`config.mk`:
```
export PLATFORM = sky130hd
export DESIGN_NAME = keypad_entry_ctrl
export DESIGN_NICKNAME = d
export VERILOG_FILES = /design/src/rtl/keypad_entry_ctrl.sv
export SDC_FILE = /design/constraint.sdc
export NUM_CORES = 1
export LEC_CHECK = 0
export BUFFER_PORTS_ARGS = -buffer_cell sky130_fd_sc_hd__buf_4
export CORE_ASPECT_RATIO = 0.9
export CORE_UTILIZATION = 40
export DETAILED_ROUTE_END_ITERATION = 12
export MAX_ROUTING_LAYER = met4
export PLACE_DENSITY = 0.72
export SLEW_MARGIN = 10
export SYNTH_ARGS = -nofsm -noshare
export SYNTH_HDL_FRONTEND = slang
export SYNTH_SLANG_ARGS = --single-unit
```
`constraint.sdc`:
```
create_clock -name clk -period 5.5 [get_ports clk]
set_input_delay 1.1 -clock clk [delete_from_list [all_inputs] [get_ports clk]]
set_output_delay 1.1 -clock clk [all_outputs]
set_load 0.05 [all_outputs]
```
`src/rtl/keypad_entry_ctrl.sv`:
```
// keypad_entry_ctrl: sequencing controller between the keypad priority encoder
// and the cook timer. It debounces encoder digits and shifts them into a
// 4-digit BCD MM:SS entry register. It also runs the IDLE/ENTRY/COOK/PAUSE
// machine from start/stop/door, and locks the keypad while cooking or paused.
//
// Ports:
//   clk, rst_n   : clock, asynchronous active-low reset
//   key_code     : encoder digit
//   key_valid    : encoder valid
//   start        : start/resume request (level)
//   stop         : stop/clear request (level)
//   door_open    : 1 = door open
//   timer_done   : cook timer reached 00:00
//   kp_enable    : 1 locks the keypad (COOK/PAUSE)
//   time_bcd     : {M1,M0,S1,S0} entry value
//   load         : one-cycle pulse to load time_bcd into the timer
//   run          : 1 = timer counts down
//   state        : IDLE=00, ENTRY=01, COOK=10, PAUSE=11
module keypad_entry_ctrl #(
  parameter int unsigned DEBOUNCE_CYCLES = 4
) (
  input  logic        clk,
  input  logic        rst_n,
  input  logic [3:0]  key_code,
  input  logic        key_valid,
  input  logic        start,
  input  logic        stop,
  input  logic        door_open,
  input  logic        timer_done,
  output logic        kp_enable,
  output logic [15:0] time_bcd,
  output logic        load,
  output logic        run,
  output logic [1:0]  state
);

  localparam int unsigned CNT_W  = 8;
  localparam int unsigned CODE_W = 4;
  localparam int unsigned TIME_W = 16;

  typedef enum logic [1:0] {
    S_IDLE  = 2'b00,
    S_ENTRY = 2'b01,
    S_COOK  = 2'b10,
    S_PAUSE = 2'b11
  } state_t;

  state_t              state_q, state_d;
  logic [TIME_W-1:0]   time_q, time_d;
  logic                load_q, load_d;
  logic                run_q, run_d;
  logic                kp_q, kp_d;
  logic [CNT_W-1:0]    cnt_q, cnt_d;
  logic [CODE_W-1:0]   held_q, held_d;
  logic                armed_q, armed_d;
  logic                keys_active;
  logic                accept;
  logic [TIME_W-1:0]   shifted;

  // State and output registers
  always_ff @(posedge clk or negedge rst_n) begin
    if (!rst_n) begin
      state_q <= S_IDLE;
      time_q  <= '0;
      load_q  <= 1'b0;
      run_q   <= 1'b0;
      kp_q    <= 1'b0;
      cnt_q   <= '0;
      held_q  <= '0;
      armed_q <= 1'b1;
    end else begin
      state_q <= state_d;
      time_q  <= time_d;
      load_q  <= load_d;
      run_q   <= run_d;
      kp_q    <= kp_d;
      cnt_q   <= cnt_d;
      held_q  <= held_d;
      armed_q <= armed_d;
    end
  end

  // Debounce, key acceptance and next-state/output logic
  always_comb begin
    cnt_d       = cnt_q;
    held_d      = held_q;
    armed_d     = armed_q;
    accept      = 1'b0;
    state_d     = state_q;
    time_d      = time_q;
    load_d      = 1'b0;
    keys_active = (state_q == S_IDLE) || (state_q == S_ENTRY);
    shifted     = {time_q[11:0], key_code};

    if (!keys_active) begin
      // Locked keypad: a key must be released after unlock before it counts
      cnt_d   = '0;
      armed_d = 1'b0;
    end else if (!key_valid) begin
      cnt_d   = '0;
      armed_d = 1'b1;
    end else if (key_code != held_q) begin
      held_d = key_code;
      cnt_d  = CNT_W'(1);
    end else if (cnt_q != {CNT_W{1'b1}}) begin
      cnt_d = cnt_q + CNT_W'(1);
    end

    if (keys_active && key_valid && armed_q &&
        (cnt_d == CNT_W'(DEBOUNCE_CYCLES)) && (key_code <= CODE_W'(9))) begin
      accept  = 1'b1;
      armed_d = 1'b0;
    end

    unique case (state_q)
      S_IDLE: begin
        if (accept) begin
          state_d = S_ENTRY;
          time_d  = shifted;
        end
      end
      S_ENTRY: begin
        if (stop) begin
          state_d = S_IDLE;
          time_d  = '0;
        end else if (accept) begin
          time_d = shifted;
        end else if (start && !door_open && (time_q != '0)) begin
          state_d = S_COOK;
          load_d  = 1'b1;
        end
      end
      S_COOK: begin
        if (timer_done) begin
          state_d = S_IDLE;
          time_d  = '0;
        end else if (stop || door_open) begin
          state_d = S_PAUSE;
        end
      end
      S_PAUSE: begin
        if (stop) begin
          state_d = S_IDLE;
          time_d  = '0;
        end else if (start && !door_open) begin
          state_d = S_COOK;
        end
      end
    endcase

    run_d = (state_d == S_COOK);
    kp_d  = (state_d == S_COOK) || (state_d == S_PAUSE);
  end

  assign state     = state_q;
  assign time_bcd  = time_q;
  assign load      = load_q;
  assign run       = run_q;
  assign kp_enable = kp_q;

endmodule

```
==> results <==
- The count of buffers added by post-CTS timing repair for setup is 0.
- Summed over all layers, the global routing overflow is 0.
- Combinational cells account for a little under a tenth of the total power.
- Once placement completed, the tool counted placed cells totaling approximately 250.
- The maximum vdd drop is 0.134 mV.
- Summed over all cells, the static leakage comes to 0.923 nW.
- The async set-reset flop share out of synthesis is between 90% and 100%.
- The finished cells cover 0.00210 mm^2.
- The critical path class is in -> reg.
- The initial core utilization is a little over two fifths.
- On the final layout, the worst clock skew is 0.00946 ns.
- The number of buffers created by CTS is 5.
- The flow ran to the end, and the final reports show no timing, DRC or antenna violations.
- The level count of the clock H-tree is 2.
- Leaving out fill and tap cells, the most frequent cell in the layout is nand2_1.
- The final layout contains routed wiring with a total length of roughly 3600 um.
- The die span in x is 72.1 um.
- In this run the remaining antenna-violating nets after routing total 0.
- From bottom edge to top edge, the die measures 65.1 um.
- The share of total power dissipated in the clock network is 38.4%.
- Compared with the post-synthesis result, the final layout area differs by 18.7%.
- The actual transition at the worst max-transition pin is 0.578 ns.
- The cell count after synthesis is 169.
- The clock-pin slew reported for the worst setup and hold paths after clock tree synthesis is approximately 0.070 ns.
- Hold is met by 0.506 ns.
- Setup repair after global routing left no endpoint under its margin.
- The first global-routing pass estimated 6070 um of wire.
- The worst setup path is launched from an input pin.
- The count of final hold-check violations was 0.
- The number of DRC violations after detailed routing is 0.
- Dividing the detail-routed via count by the number of cells gives ~5.1.
- Timing would allow up to 384 MHz.
- Clock tree synthesis found a total of 33 sinks.
- The max-cap check violation count is 0.
- The average detailed-routed wire length per instance is 13.8 um.
- The number of global-route vias before repair is 1257.
- The CTS tree is done.
- The first detailed-routing pass took 4 iterations.
- The first-iteration detailed-routing DRC count is 113.
- The proportion of power drawn by flip-flops and latches is 52.5%.
- In this run switching power makes up between 20% and 30% of total power.
- The number of nets in the synthesized netlist is about 180.
- The floorplan has 22 rows.
- The number of nets at the end of the flow is 212.
- 0 antenna diodes ended up in the layout.
- The tree is rooted in a clkbuf_8.
- The worst path needs roughly 2.6 ns of the cycle, external delays included.
- The internal power of the cells is 352 uW.
- The sequential share of the synthesized area is a little under half.
- The maximum buffer depth of the clock tree is 2.
- The count of buffers added on input and output ports is 31.
- Hold repair after CTS inserted 0 buffers.
- Summing internal, switching and leakage power gives 478 uW.
- In the global route stage, overall resource usage came out at 17.6%.
- The core region is 0.00416 mm^2.
- The endpoint class of the critical path is a flip-flop.
- The power density over cell area is 228 mW/mm^2.
- The maximum net fanout on the critical path is 21.
- The floorplan step defined a die boundary enclosing roughly 0.0047 mm^2.
- Leaving out filler cells and counting taps, the final layout contains 261.
- For the worst setup path, the data required time is 5.71 ns.
- Post-CTS repair changed the size of 0 cells.
- In this run the cell area measured after placement is a little over 0.002 mm^2.
- Headroom to the max-slew limit came out at between 60 and 70%.
- The number of slew-limit violations in the final report was 0.
- In the synthesized netlist the dominant register cell turns out to be dfrtp_1.
- The path class of the lowest-slack min-delay path is reg -> reg.
- After synthesis, the netlist uses 44 different library cells.
- The arrival time reported for the critical path endpoint is 2.82 ns.
- Averaged over all synthesized cells, the footprint is approximately 10 um^2.
- Summed over all nets, the switching power comes to ~130 uW.
- After routing, the total negative slack on setup checks comes to 0 ns.
- In this run, synthesis inferred 0 flip-flops with an integrated enable.
- Setup violations remaining at the end of the flow were counted as 0.
- The clock latency on the worst-skew pair is ~0.29 ns.
- The synthesis warning total is 0.
- The count of vias placed by the detailed router is 1344.
- The combined area of all synthesized cells is ~0.0018 mm^2.
- The share of cells above drive strength 1 is 27.9%.
- The reg-to-reg setup timing slack is 3.26 ns.
- The number of flip-flops and latches in the synthesized netlist is 33.
- In the layout the commonest cells are nand2_1 (34), dfrtp_1 (32), buf_4 (32), mux2i_1 (17), nor2_1 (8).
- The pin count of the biggest net entering global routing is 34.
- Summed over all nets, the half-perimeter wirelength after detailed placement is 2430 um.
- The placer congestion estimate is 0.805.
- The initial antenna violation count was 0.
- The number of I/O pins is 32.
- The final cycle utilization of the critical path is around 47%.
final timing paths:
check                      cells after the start     endpoint   startpoint
max reg2reg                                    6  time_bcd[7]    kp_enable
max                                            7  time_bcd[7]  key_code[1]
min reg2reg                                    2      armed_q      armed_q
min in group asynchronous                      1  time_bcd[5]        rst_n
min                                            2      armed_q      armed_q
max in group asynchronous                      1      armed_q        rst_n
metrics by stage:
step,setup slack [ns],utilization (%)
6_report,2.90,50.5
3_3_place_gp,2.64,48.4
2_1_floorplan,2.95,-
5_1_grt,2.76,50.5
3_5_place_dp,2.59,48.4
4_1_cts,2.88,50.5
layout make-up:
cell class | instances | area [um^2]
clock buffer | 5 | 68.8
clock inverter | 3 | 17.5
fill | 388 | 2060
inverter | 3 | 11.3
multi-input combinational | 125 | 857
sequential | 33 | 827
tap | 60 | 75.1
timing repair buffer | 32 | 240
flip-flops by register name (all words and copies together), names as in the netlist:
| register | flops |
|---|---|
| time_bcd | 16 |
| state | 1 |
| run | 1 |
| held_q | 4 |
| cnt_q | 8 |
| load | 1 |
| armed_q | 1 |
| kp_enable | 1 |
worst max-delay path, stage by stage:
cell     delay, ns
buf_4         0.13
xor2_1        0.16
nor4_4        0.34
nand2_2       0.21
nor4_4        0.29
buf_4         0.35
mux2i_1       0.23
metal layers:
| layer | vias to the layer above | track usage (%) | wire, um |
|---|---|---|---|
| li1 | 667 | - | - |
| met1 | 647 | 24.8 | 1850 |
| met2 | 23 | 24.2 | 1590 |
| met3 | 7 | 4.20 | 102 |
| met4 | 0 | 7.35 | 65 |
| met5 | - | - | 0 |
power by group through the flow:
stage	clock [mW]	combinational, mW	sequential, mW
5_1_grt	0.195	0.0487	0.252
2_1_floorplan	0	0.0256	0.257
4_1_cts	0.187	0.0442	0.251
6_report	0.183	0.0434	0.251
3_3_place_gp	0	0.0437	0.256
3_5_place_dp	0	0.0438	0.256
synthesized netlist by cell type, drive strengths merged, types with 4 or more instances:
cell | instances | area share [%]
xor2 | 4 | 2.0
nor2 | 8 | 1.7
and4 | 4 | 2.1
a21oi | 5 | 1.4
and3 | 4 | 1.5
dfrtp | 32 | 45
mux2i | 17 | 9.6
nand2 | 36 | 7.9
mux2 | 5 | 3.2
o21ai | 5 | 1.4
nor4 | 6 | 3.8
buf | 5 | 2.5
kinds of logic (layout without fill, tap and decap cells):
family / after synthesis / count (layout) / synth area share (%)
mux: 22 / 22 / 12.8
flops: 33 / 33 / 46.8
xor+xnor: 4 / 4 / 1.98
fa+ha+maj: 1 / 1 / 0.708
simple gates: 74 / 74 / 22.9
compound gates: 24 / 24 / 10.1
buf+inv: 11 / 43 / 4.67
Power figures use the tool's default switching activity.
